**src/rtl/math_alu_pkg.sv**
```systemverilog
// Shared opcodes and FSM encoding for the
// small add/sub/mul controller.
package math_alu_pkg;

  localparam logic [1:0] OP_ADD = 2'b00;
  localparam logic [1:0] OP_SUB = 2'b01;
  localparam logic [1:0] OP_MUL = 2'b10;
  localparam logic [1:0] OP_RSV = 2'b11;

  typedef enum logic [1:0] {
    IDLE = 2'd0,
    EXEC = 2'd1,
    MUL  = 2'd2,
    DONE = 2'd3
  } state_t;

endpackage

```
**src/rtl/math_alu_ctrl_if.sv**
```systemverilog
// Request/response bundle between a
// requester and the math ALU controller.
interface math_alu_ctrl_if;

  logic        start;
  logic [1:0]  op;
  logic [7:0]  a;
  logic [7:0]  b;
  logic        busy;
  logic        done;
  logic [15:0] result;
  logic        carry;
  logic        err;

  modport master (
    output start, op, a, b,
    input  busy, done, result, carry, err
  );

  modport slave (
    input  start, op, a, b,
    output busy, done, result, carry, err
  );

endinterface

```
**src/rtl/math_adder_8bit.sv**
```systemverilog
// 8-bit ripple-carry adder, the only adder
// in the ALU; shared by add, sub and mul.
module math_adder_8bit (
  input  logic [7:0] x,
  input  logic [7:0] y,
  input  logic       ci,
  output logic [8:0] s
);

  function automatic logic [8:0] ripple(
    input logic [7:0] fx,
    input logic [7:0] fy,
    input logic       fc
  );
    logic       c;
    logic [8:0] r;
    c = fc;
    r = '0;
    for (int i = 0; i < 8; i++) begin
      r[i] = fx[i] ^ fy[i] ^ c;
      c    = (fx[i] & fy[i]) |
             (c & (fx[i] ^ fy[i]));
    end
    r[8] = c;
    return r;
  endfunction

  // bitwise ripple chain, carry out in s[8]
  always_comb begin
    s = ripple(x, y, ci);
  end

endmodule

```
**src/rtl/math_alu_ctrl.sv**
```systemverilog
// Multi-cycle add/sub/mul controller;
// mul is 8-step shift-add on the shared adder.
module math_alu_ctrl
  import math_alu_pkg::*;
(
  input logic            clk,
  input logic            rst_n,
  math_alu_ctrl_if.slave bus
);

  state_t      state_q;
  state_t      state_d;
  logic [7:0]  a_q;
  logic [7:0]  m_q;
  logic [1:0]  op_q;
  logic [15:0] acc_q;
  logic [2:0]  cnt_q;
  logic [15:0] res_q;
  logic        carry_q;
  logic        err_q;

  logic [7:0]  add_x;
  logic [7:0]  add_y;
  logic        add_ci;
  logic [8:0]  sum;
  logic        acc_unused;

  // lsb of acc is shifted out each step
  assign acc_unused = acc_q[0];

  math_adder_8bit u_add (
    .x  (add_x),
    .y  (add_y),
    .ci (add_ci),
    .s  (sum)
  );

  // adder operand select by state/op
  always_comb begin
    add_x  = a_q;
    add_y  = m_q;
    add_ci = 1'b0;
    unique case (1'b1)
      (state_q == MUL): begin
        add_x = acc_q[15:8];
        add_y = m_q[0] ? a_q : 8'h00;
      end
      (state_q != MUL && op_q == OP_SUB): begin
        add_y  = ~m_q;
        add_ci = 1'b1;
      end
      default: ;
    endcase
  end

  // next-state logic
  always_comb begin
    state_d = state_q;
    unique case (state_q)
      IDLE: begin
        if (bus.start) begin
          state_d = (bus.op == OP_MUL) ? MUL : EXEC;
        end
      end
      EXEC: state_d = DONE;
      MUL: begin
        if (cnt_q == 3'd7) state_d = DONE;
      end
      DONE: state_d = IDLE;
      default: state_d = IDLE;
    endcase
  end

  // state, operand latch, datapath and result regs
  always_ff @(posedge clk or negedge rst_n) begin
    if (!rst_n) begin
      state_q <= IDLE;
      a_q     <= '0;
      m_q     <= '0;
      op_q    <= '0;
      acc_q   <= '0;
      cnt_q   <= '0;
      res_q   <= '0;
      carry_q <= 1'b0;
      err_q   <= 1'b0;
    end else begin
      state_q <= state_d;
      unique case (state_q)
        IDLE: begin
          if (bus.start) begin
            a_q   <= bus.a;
            m_q   <= bus.b;
            op_q  <= bus.op;
            acc_q <= '0;
            cnt_q <= '0;
          end
        end
        EXEC: begin
          unique case (op_q)
            OP_ADD: begin
              res_q   <= {7'b0, sum};
              carry_q <= sum[8];
              err_q   <= 1'b0;
            end
            OP_SUB: begin
              res_q   <= {8'b0, sum[7:0]};
              carry_q <= ~sum[8];
              err_q   <= 1'b0;
            end
            default: begin
              res_q   <= '0;
              carry_q <= 1'b0;
              err_q   <= 1'b1;
            end
          endcase
        end
        MUL: begin
          acc_q <= {sum, acc_q[7:1]};
          m_q   <= m_q >> 1;
          cnt_q <= cnt_q + 3'd1;
          if (cnt_q == 3'd7) begin
            res_q   <= {sum, acc_q[7:1]};
            carry_q <= 1'b0;
            err_q   <= 1'b0;
          end
        end
        default: ;
      endcase
    end
  end

  assign bus.busy   = (state_q != IDLE);
  assign bus.done   = (state_q == DONE);
  assign bus.result = res_q;
  assign bus.carry  = carry_q;
  assign bus.err    = err_q;

endmodule
```
**src/flat_wrapper.sv**
```systemverilog
// flat-port wrapper written by rule: the top's interface ports become plain ports
module math_alu_ctrl_flat import math_alu_pkg::*;
  (clk, rst_n, bus_start, bus_op, bus_a, bus_b, bus_busy, bus_done, bus_result, bus_carry, bus_err);
  math_alu_ctrl_if bus_i ();
  input logic clk;
  input logic rst_n;
  input wire logic [$bits(bus_i.start)-1:0] bus_start;
  input wire logic [$bits(bus_i.op)-1:0] bus_op;
  input wire logic [$bits(bus_i.a)-1:0] bus_a;
  input wire logic [$bits(bus_i.b)-1:0] bus_b;
  output wire logic [$bits(bus_i.busy)-1:0] bus_busy;
  output wire logic [$bits(bus_i.done)-1:0] bus_done;
  output wire logic [$bits(bus_i.result)-1:0] bus_result;
  output wire logic [$bits(bus_i.carry)-1:0] bus_carry;
  output wire logic [$bits(bus_i.err)-1:0] bus_err;
  assign bus_i.start = bus_start;
  assign bus_i.op = bus_op;
  assign bus_i.a = bus_a;
  assign bus_i.b = bus_b;
  assign bus_busy = bus_i.busy;
  assign bus_done = bus_i.done;
  assign bus_result = bus_i.result;
  assign bus_carry = bus_i.carry;
  assign bus_err = bus_i.err;
  math_alu_ctrl u_core (.clk(clk), .rst_n(rst_n), .bus(bus_i));
endmodule
```
**config.mk**
```make
export PLATFORM = sky130hd
export DESIGN_NAME = math_alu_ctrl_flat
export DESIGN_NICKNAME = d
export VERILOG_FILES = /design/src/rtl/math_alu_pkg.sv /design/src/rtl/math_alu_ctrl_if.sv /design/src/rtl/math_adder_8bit.sv /design/src/rtl/math_alu_ctrl.sv /design/src/flat_wrapper.sv
export SDC_FILE = /design/constraint.sdc
export NUM_CORES = 1
export LEC_CHECK = 0
export ABC_AREA = 1
export ABC_CLOCK_PERIOD_IN_PS = 5100
export CORE_AREA = 4 4 80 82
export CTS_CLUSTER_SIZE = 14
export DETAILED_ROUTE_END_ITERATION = 16
export DIE_AREA = 0 0 84 86
export PLACE_DENSITY = 0.77
export SLEW_MARGIN = 20
export SYNTH_ARGS = -nofsm -noshare
export SYNTH_HDL_FRONTEND = slang
export SYNTH_HIERARCHICAL = 1
export SYNTH_SLANG_ARGS = --single-unit
export TNS_END_PERCENT = 5
```
**constraint.sdc**
```tcl
create_clock -name clk -period 5.1 [get_ports clk]
set_clock_uncertainty 0.2 [all_clocks]
set_input_delay 1.02 -clock clk [delete_from_list [all_inputs] [get_ports clk]]
set_output_delay 1.02 -clock clk [all_outputs]
set_load 0.01 [all_outputs]
```
==> results of run 1 <==
metal layers:
layer  vias up  global-route usage [%]
met5         -                       0
met4         0                    6.87
met3         8                    3.55
met1      1191                    25.9
li1       1306                       -
met2        71                    31.8
critical path, delay by kind of cell (launching register included):
family                     cells  cell delay, ns
adders and majority gates      9            3.18
and+or+nand+nor                6            0.45
buffers and inverters          6            0.53
DFF                            1            0.40
power groups by stage:
stage | Clock (µW) | Combinational, µW | Sequential (µW)
after CTS | 265 | 1310 | 709
after floorplan | 0 | 931 | 712
after detailed placement | 0 | 1290 | 717
final | 259 | 1300 | 708
after global placement | 0 | 1270 | 710
after global routing | 285 | 1490 | 730
final timing paths:
check,depth (start not counted),to,slack (ns)
setup reg to reg,21,u_core/bus.result[7]$_DFFE_PN0P_,0.29
max in group asynchronous,2,u_core/m_q[3]$_DFFE_PN0P_,3.59
setup / recovery,21,u_core/bus.result[7]$_DFFE_PN0P_,0.29
hold / removal,2,u_core/bus.result[0]$_DFFE_PN0P_,0.29
hold reg to reg,2,u_core/bus.result[0]$_DFFE_PN0P_,0.29
min in group asynchronous,2,u_core/m_q[2]$_DFFE_PN0P_,0.63
cell families (layout without fill, tap and decap cells):
kind of cell / after synthesis / in the layout
compound gates: 34 / 34
fa+ha+maj: 15 / 15
simple gates: 232 / 232
flops: 56 / 56
buf+inv: 59 / 93
metrics by stage:
step	power, µW	worst slack [ns]	instance area (µm²)	utilization (%)
2_1_floorplan	1640	0.395	3050	-
3_3_place_gp	1980	0.349	3470	60.5
3_5_place_dp	2010	0.243	3470	60.5
4_1_cts	2280	0.226	3570	62.1
5_1_grt	2500	0.0143	3570	62.1
6_report	2270	0.292	3570	62.1
final cells by class:
type                            count  area (µm²)
Fill cell                         532        2180
Sequential cell                    56        1400
Multi-Input combinational cell    281        1380
Timing Repair Buffer               47         448
Inverter                           39         146
Clock buffer                        7        96.3
Tap cell                           75        93.8
placed cells by master (no fill, tap or decap):
cell type | synthesis | final
a21oi_1 | 2 | 2
buf_4 | 7 | 7
nor2_2 | 1 | 1
dfrtp_1 | 56 | 56
inv_2 | 1 | 2
nand3_1 | 61 | 61
o21ai_1 | 2 | 2
nand2_1 | 158 | 158
nand2_2 | 5 | 5
nand3b_1 | 1 | 1
o21ai_0 | 30 | 30
nor2_1 | 6 | 6
buf_2 | 10 | 1
fa_1 | 8 | 8
clkdlybuf4s50_1 | 0 | 39
ha_1 | 7 | 7
inv_1 | 38 | 37
clkbuf_8 | 0 | 7
flip-flops by register name, summed over array words and instances, names as in the netlist:
register and flops:
u_core/bus.err 1, u_core/bus.result 16, u_core/cnt_q 3, u_core/bus.carry 1, u_core/a_q 8, u_core/m_q 8, u_core/acc_q 15, u_core/op_q 2
u_core/state_q 2
==> results.tsv, run 1 <==
metric	value	unit
routed via count	2576	
Num CTS Buffers	5	
setup_tns	0	ns
Synth Area in Simple Gates	31.7	%
initial DRC count	251	
Hold Buf Count CTS	0	
Final period util	94.3	%
FMAX	208	MHz
Worst-Skew Late Latency	0.31	ns
syn nets	432	
critical path's slowest cell	fa_1	
critical path's most frequent cell	fa_1	
Synth async-reset ratio	100	%
Post-synth top flop	dfrtp_1	
Post-Syn Area	3050	µm²
setup violators final	0	
Root Buffer	clkbuf_8	
pin count of the biggest net entering global routing	57	
mux contribution to synthesized area	0	%
synthesized flop and latch total	56	
maximum vdd drop	0.319	mV
P_leak	0.00185	µW
Longest Clk Path Bufs	2	
Adder-Cell Fraction of Synth Area	8.13	%
Slew HR	52.8	%
Critical Path Source	u_core/state_q[0]$_DFFE_PN0P_	
effective utilization at floorplan	53.0	%
final hold viol count	0	
Worst EP required	5.16	ns
die height	86	µm
Port Buffers	40	
WL met3	349	µm
uppermost layer routed	met4	
critical path peak fanout	12	
internal power	1210	µW
CP max stage delay	0.42	ns
Avg WL per Cell	12.8	µm
Die Area	7220	µm²
post-synthesis xor/xnor area fraction	0	%
antenna violations before repair	0	
Ports	41	
syn_area_per_cell	7.69	µm²
Clk pin slew, worst setup/hold paths	0.09	ns
largest family of logic cells by synthesized area	simple AND/OR/NAND/NOR gates	
complex-gate fraction of the synthesized area	5.59	%
CP endpoint kind	flop	
worst r2r src	u_core/state_q[0]$_DFFE_PN0P_	
count of cell types in the netlist	18	
sequential element share of the synthesized area	46.0	%
# clock sinks	56	
Post-synth EDFFs	0	
Max Slew Vio Count	0	
share of cells above drive strength 1	5.35	%
post-cts repair resize count	0	
non-filler instance count after layout	505	
Placed Cells	498	
Synth area leaders	dfrtp_1 (46%), nand2_1 (19%), nand3_1 (10%), fa_1 (5.3%), o21ai_0 (4.9%)	
synthesized instance count	396	
worst hold-check path type	reg2reg	
min-delay src	u_core/bus.result[0]$_DFFE_PN0P_	
post-synth top area share	46.0	%
Sw Ratio	46.9	%
DP HPWL	4650	µm
Reg power frac	31.2	%
Net Switching	1060	µW
core area	5750	µm²
hold slack	0.285	ns
worst path cell trace	inv_1 -> ha_1 -> inv_2 -> nand3_1 -> nand3_1 -> fa_1 -> inv_1 -> fa_1 -> inv_1 -> fa_1 -> fa_1 -> fa_1 -> fa_1 -> fa_1 -> inv_1 -> fa_1 -> inv_1 -> nand3_1 -> nand2_1 -> nand2_1 -> nand2_1	
Final ANT Viol Nets	0	
vias in the first global route	2472	
crit path launch type	flop	
Via density	5.10	
total grt overflow	0	
# nets final	466	
area delta synth->final	17.2	%
Least-Margin Pin Slew	0.708	ns
status	finished clean	
power density cells	636	nW/µm²
fin crit period	4.81	ns
Comb pwr share	57.4	%
H-tree levels	2	
DRC viols	0	
Max Cap Viol	0	
Setup Buffers After CTS	0	
count leader, synth	nand2_1	
# diodes	0	
Final GP Congestion	0.873	
row cnt	28	
global-route wire length before repair	11200	µm
area leader, netlist	dfrtp_1	
Clk pwr share	11.4	%
Met2 Wirelength	2950	µm
1st-pass router iterations	5	
CTS tree	done	
RSZ-0062 raised after global routing	false	
Die Width	84	µm
critical path arrival	4.86	ns
total track usage	19.4	%
top cells by count, synth	nand2_1 (158), nand3_1 (61), dfrtp_1 (56)	
total routed wirelength	6460	µm
yosys warns	6	
M1 WL	3070	µm
Crit Path Class	reg2reg	
No activity file was read; power rests on OpenSTA's default activity.
==> run 2: changes to the inputs <==
Settings changed: CORE_AREA 4 4 80 82 to 2 2 78 80, DIE_AREA 0 0 84 86 to 0 0 80 82.
==> run 2 against run 1 <==
Compared with the run above: register-to-register slack gained 0.07 ns; worst hold slack lost 0.0014 ns; via count shrank 0.62%; sequential share of layout area is essentially flat; combinational power is essentially flat; clock power shrank 4%; sequential power grew 0.6%; total power shrank 0.43%; design area shrank 0.11%; critical path depth is the same; critical path type unchanged.
==> results.tsv, run 2 (synthesis gave the netlist of run 1 again) <==
metric	value	unit
status	finished clean	
Final ANT Viol Nets	0	
die height	82	µm
critical path peak fanout	12	
Hold Buf Count CTS	0	
Multi-input gate area	1390	µm²
routed via count	2560	
setup violators final	0	
vias in the first global route	2367	
RSZ-0062 raised after global routing	false	
# clock sinks	56	
Design Power	2260	µW
most frequent cells in the layout	nand2_1 (158), nand3_1 (61), dfrtp_1 (56), clkdlybuf4s50_1 (39), inv_1 (36)	
DRC viols	0	
# fillers	544	
Final GP Congestion	0.869	
P_leak	0.00184	µW
# diodes	0	
Die Width	80	µm
register area	1400	µm²
crit path launch type	flop	
Clk pin slew, worst setup/hold paths	0.09	ns
FMAX	211	MHz
Longest Clk Path Bufs	2	
Avg WL per Cell	12.5	µm
Least-Margin Pin Slew	0.691	ns
worst path bufs/invs	6	
power density cells	634	nW/µm²
CP max stage delay	0.43	ns
maximum vdd drop	0.376	mV
fin crit period	4.74	ns
worst hold-check path type	reg2reg	
share of cells above drive strength 1	5.57	%
total track usage	21.5	%
area delta synth->final	17.0	%
Ports	41	
total routed wirelength	6350	µm
Worst-Skew Late Latency	0.31	ns
worst path cell trace	inv_2 -> ha_2 -> inv_2 -> nand3_1 -> nand3_1 -> fa_1 -> inv_1 -> fa_1 -> inv_1 -> fa_1 -> fa_1 -> fa_1 -> fa_1 -> fa_1 -> inv_1 -> fa_1 -> inv_1 -> nand3_1 -> nand2_1 -> nand2_1 -> nand2_1	
final hold viol count	0	
Max Cap Viol	0	
core area	5750	µm²
critical path's slowest cell	fa_1	
pin count of the biggest net entering global routing	57	
1st-pass router iterations	4	
CP endpoint kind	flop	
Slew HR	53.9	%
family with the most delay on the worst path	adder cells	
critical path arrival	4.79	ns
setup_tns	0	ns
total grt overflow	0	
Finished Core Util	62.1	%
Setup Buffers After CTS	0	
critical path's most frequent cell	fa_1	
# nets final	466	
Via density	5.06	
Crit Path Class	reg2reg	
Max Slew Vio Count	0	
Worst EP required	5.15	ns
DP HPWL	4570	µm
most common cell after layout, fill and taps aside	nand2_1	
hold slack	0.284	ns
Final period util	93.0	%
global-route wire length before repair	11000	µm
antenna violations before repair	0	
effective utilization at floorplan	53.0	%
Die Area	6560	µm²
H-tree levels	2	
CTS tree	done	
initial DRC count	162	
row cnt	28	
Root Buffer	clkbuf_8	
Port Buffers	40	
max reg flops	16	
Num CTS Buffers	5	
## run 2: cell types whose count changed in the layout (fill, tap and decap cells not counted)
cell / change
clkbuf_1: +2
clkbuf_8: -1
ha_1: -1
ha_2: +1
inv_1: -1
inv_2: +1
## run 2: metal layers
metal | global-route usage, % | share of wire, % | vias to the layer above
met3 | 4.84 | 4.7 | 8
li1 | - | - | 1305
met5 | 0 | 0 | -
met1 | 29.4 | 49 | 1180
met4 | 4.75 | 1.1 | 0
met2 | 35.5 | 45 | 67
## run 2: worst paths after layout
path,from,end,slack (ns),depth (start not counted)
hold / removal,u_core/bus.result[4]$_DFFE_PN0P_,u_core/bus.result[4]$_DFFE_PN0P_,0.28,2
hold reg to reg,u_core/bus.result[4]$_DFFE_PN0P_,u_core/bus.result[4]$_DFFE_PN0P_,0.28,2
max in group asynchronous,rst_n,u_core/bus.result[10]$_DFFE_PN0P_,3.61,2
min in group asynchronous,rst_n,u_core/a_q[2]$_DFFE_PN0P_,0.62,2
setup / recovery,u_core/state_q[0]$_DFFE_PN0P_,u_core/bus.result[7]$_DFFE_PN0P_,0.36,21
setup reg to reg,u_core/state_q[0]$_DFFE_PN0P_,u_core/bus.result[7]$_DFFE_PN0P_,0.36,21
## run 2: per-stage QoR
stage | area, µm² | std cells | worst slack [ns]
floorplan | 3050 | 396 | 0.395
global placement | 3470 | 498 | 0.352
detailed placement | 3470 | 498 | 0.254
CTS | 3560 | 506 | 0.237
global route | 3570 | 506 | 0.0391
finish | 3570 | 506 | 0.358
## run 2: worst reg2reg max path, stage by stage, from the launching register on
cell,delay (ns)
dfrtp_1,0.42
inv_2,0.10
ha_2,0.22
inv_2,0.09
nand3_1,0.09
nand3_1,0.10
fa_1,0.43
inv_1,0.08
fa_1,0.17
inv_1,0.06
fa_1,0.37
fa_1,0.39
fa_1,0.39
fa_1,0.39
fa_1,0.37
inv_1,0.07
fa_1,0.40
inv_1,0.10
nand3_1,0.08
nand2_1,0.07
nand2_1,0.04
nand2_1,0.05
## run 2: power breakdown
part           switching [µW]  internal (µW)  leakage [µW]  total [µW]
combinational             818            482       0.00106        1300
clock                     137            111     0.0000455         248
sequential                110            602      0.000736         712
## run 2: cell type report
type	instances	area share, %
Clock buffer	8	2.53
Inverter	39	4.11
Multi-Input combinational cell	281	38.9
Sequential cell	56	39.3
Tap cell	75	2.63
Timing Repair Buffer	47	12.6
## run 2: timing repair
action / CTS / global route
setup endpoints to repair: 0 / 3
gates resized for setup: 0 / 3
endpoints found under the hold margin: 0 / 0
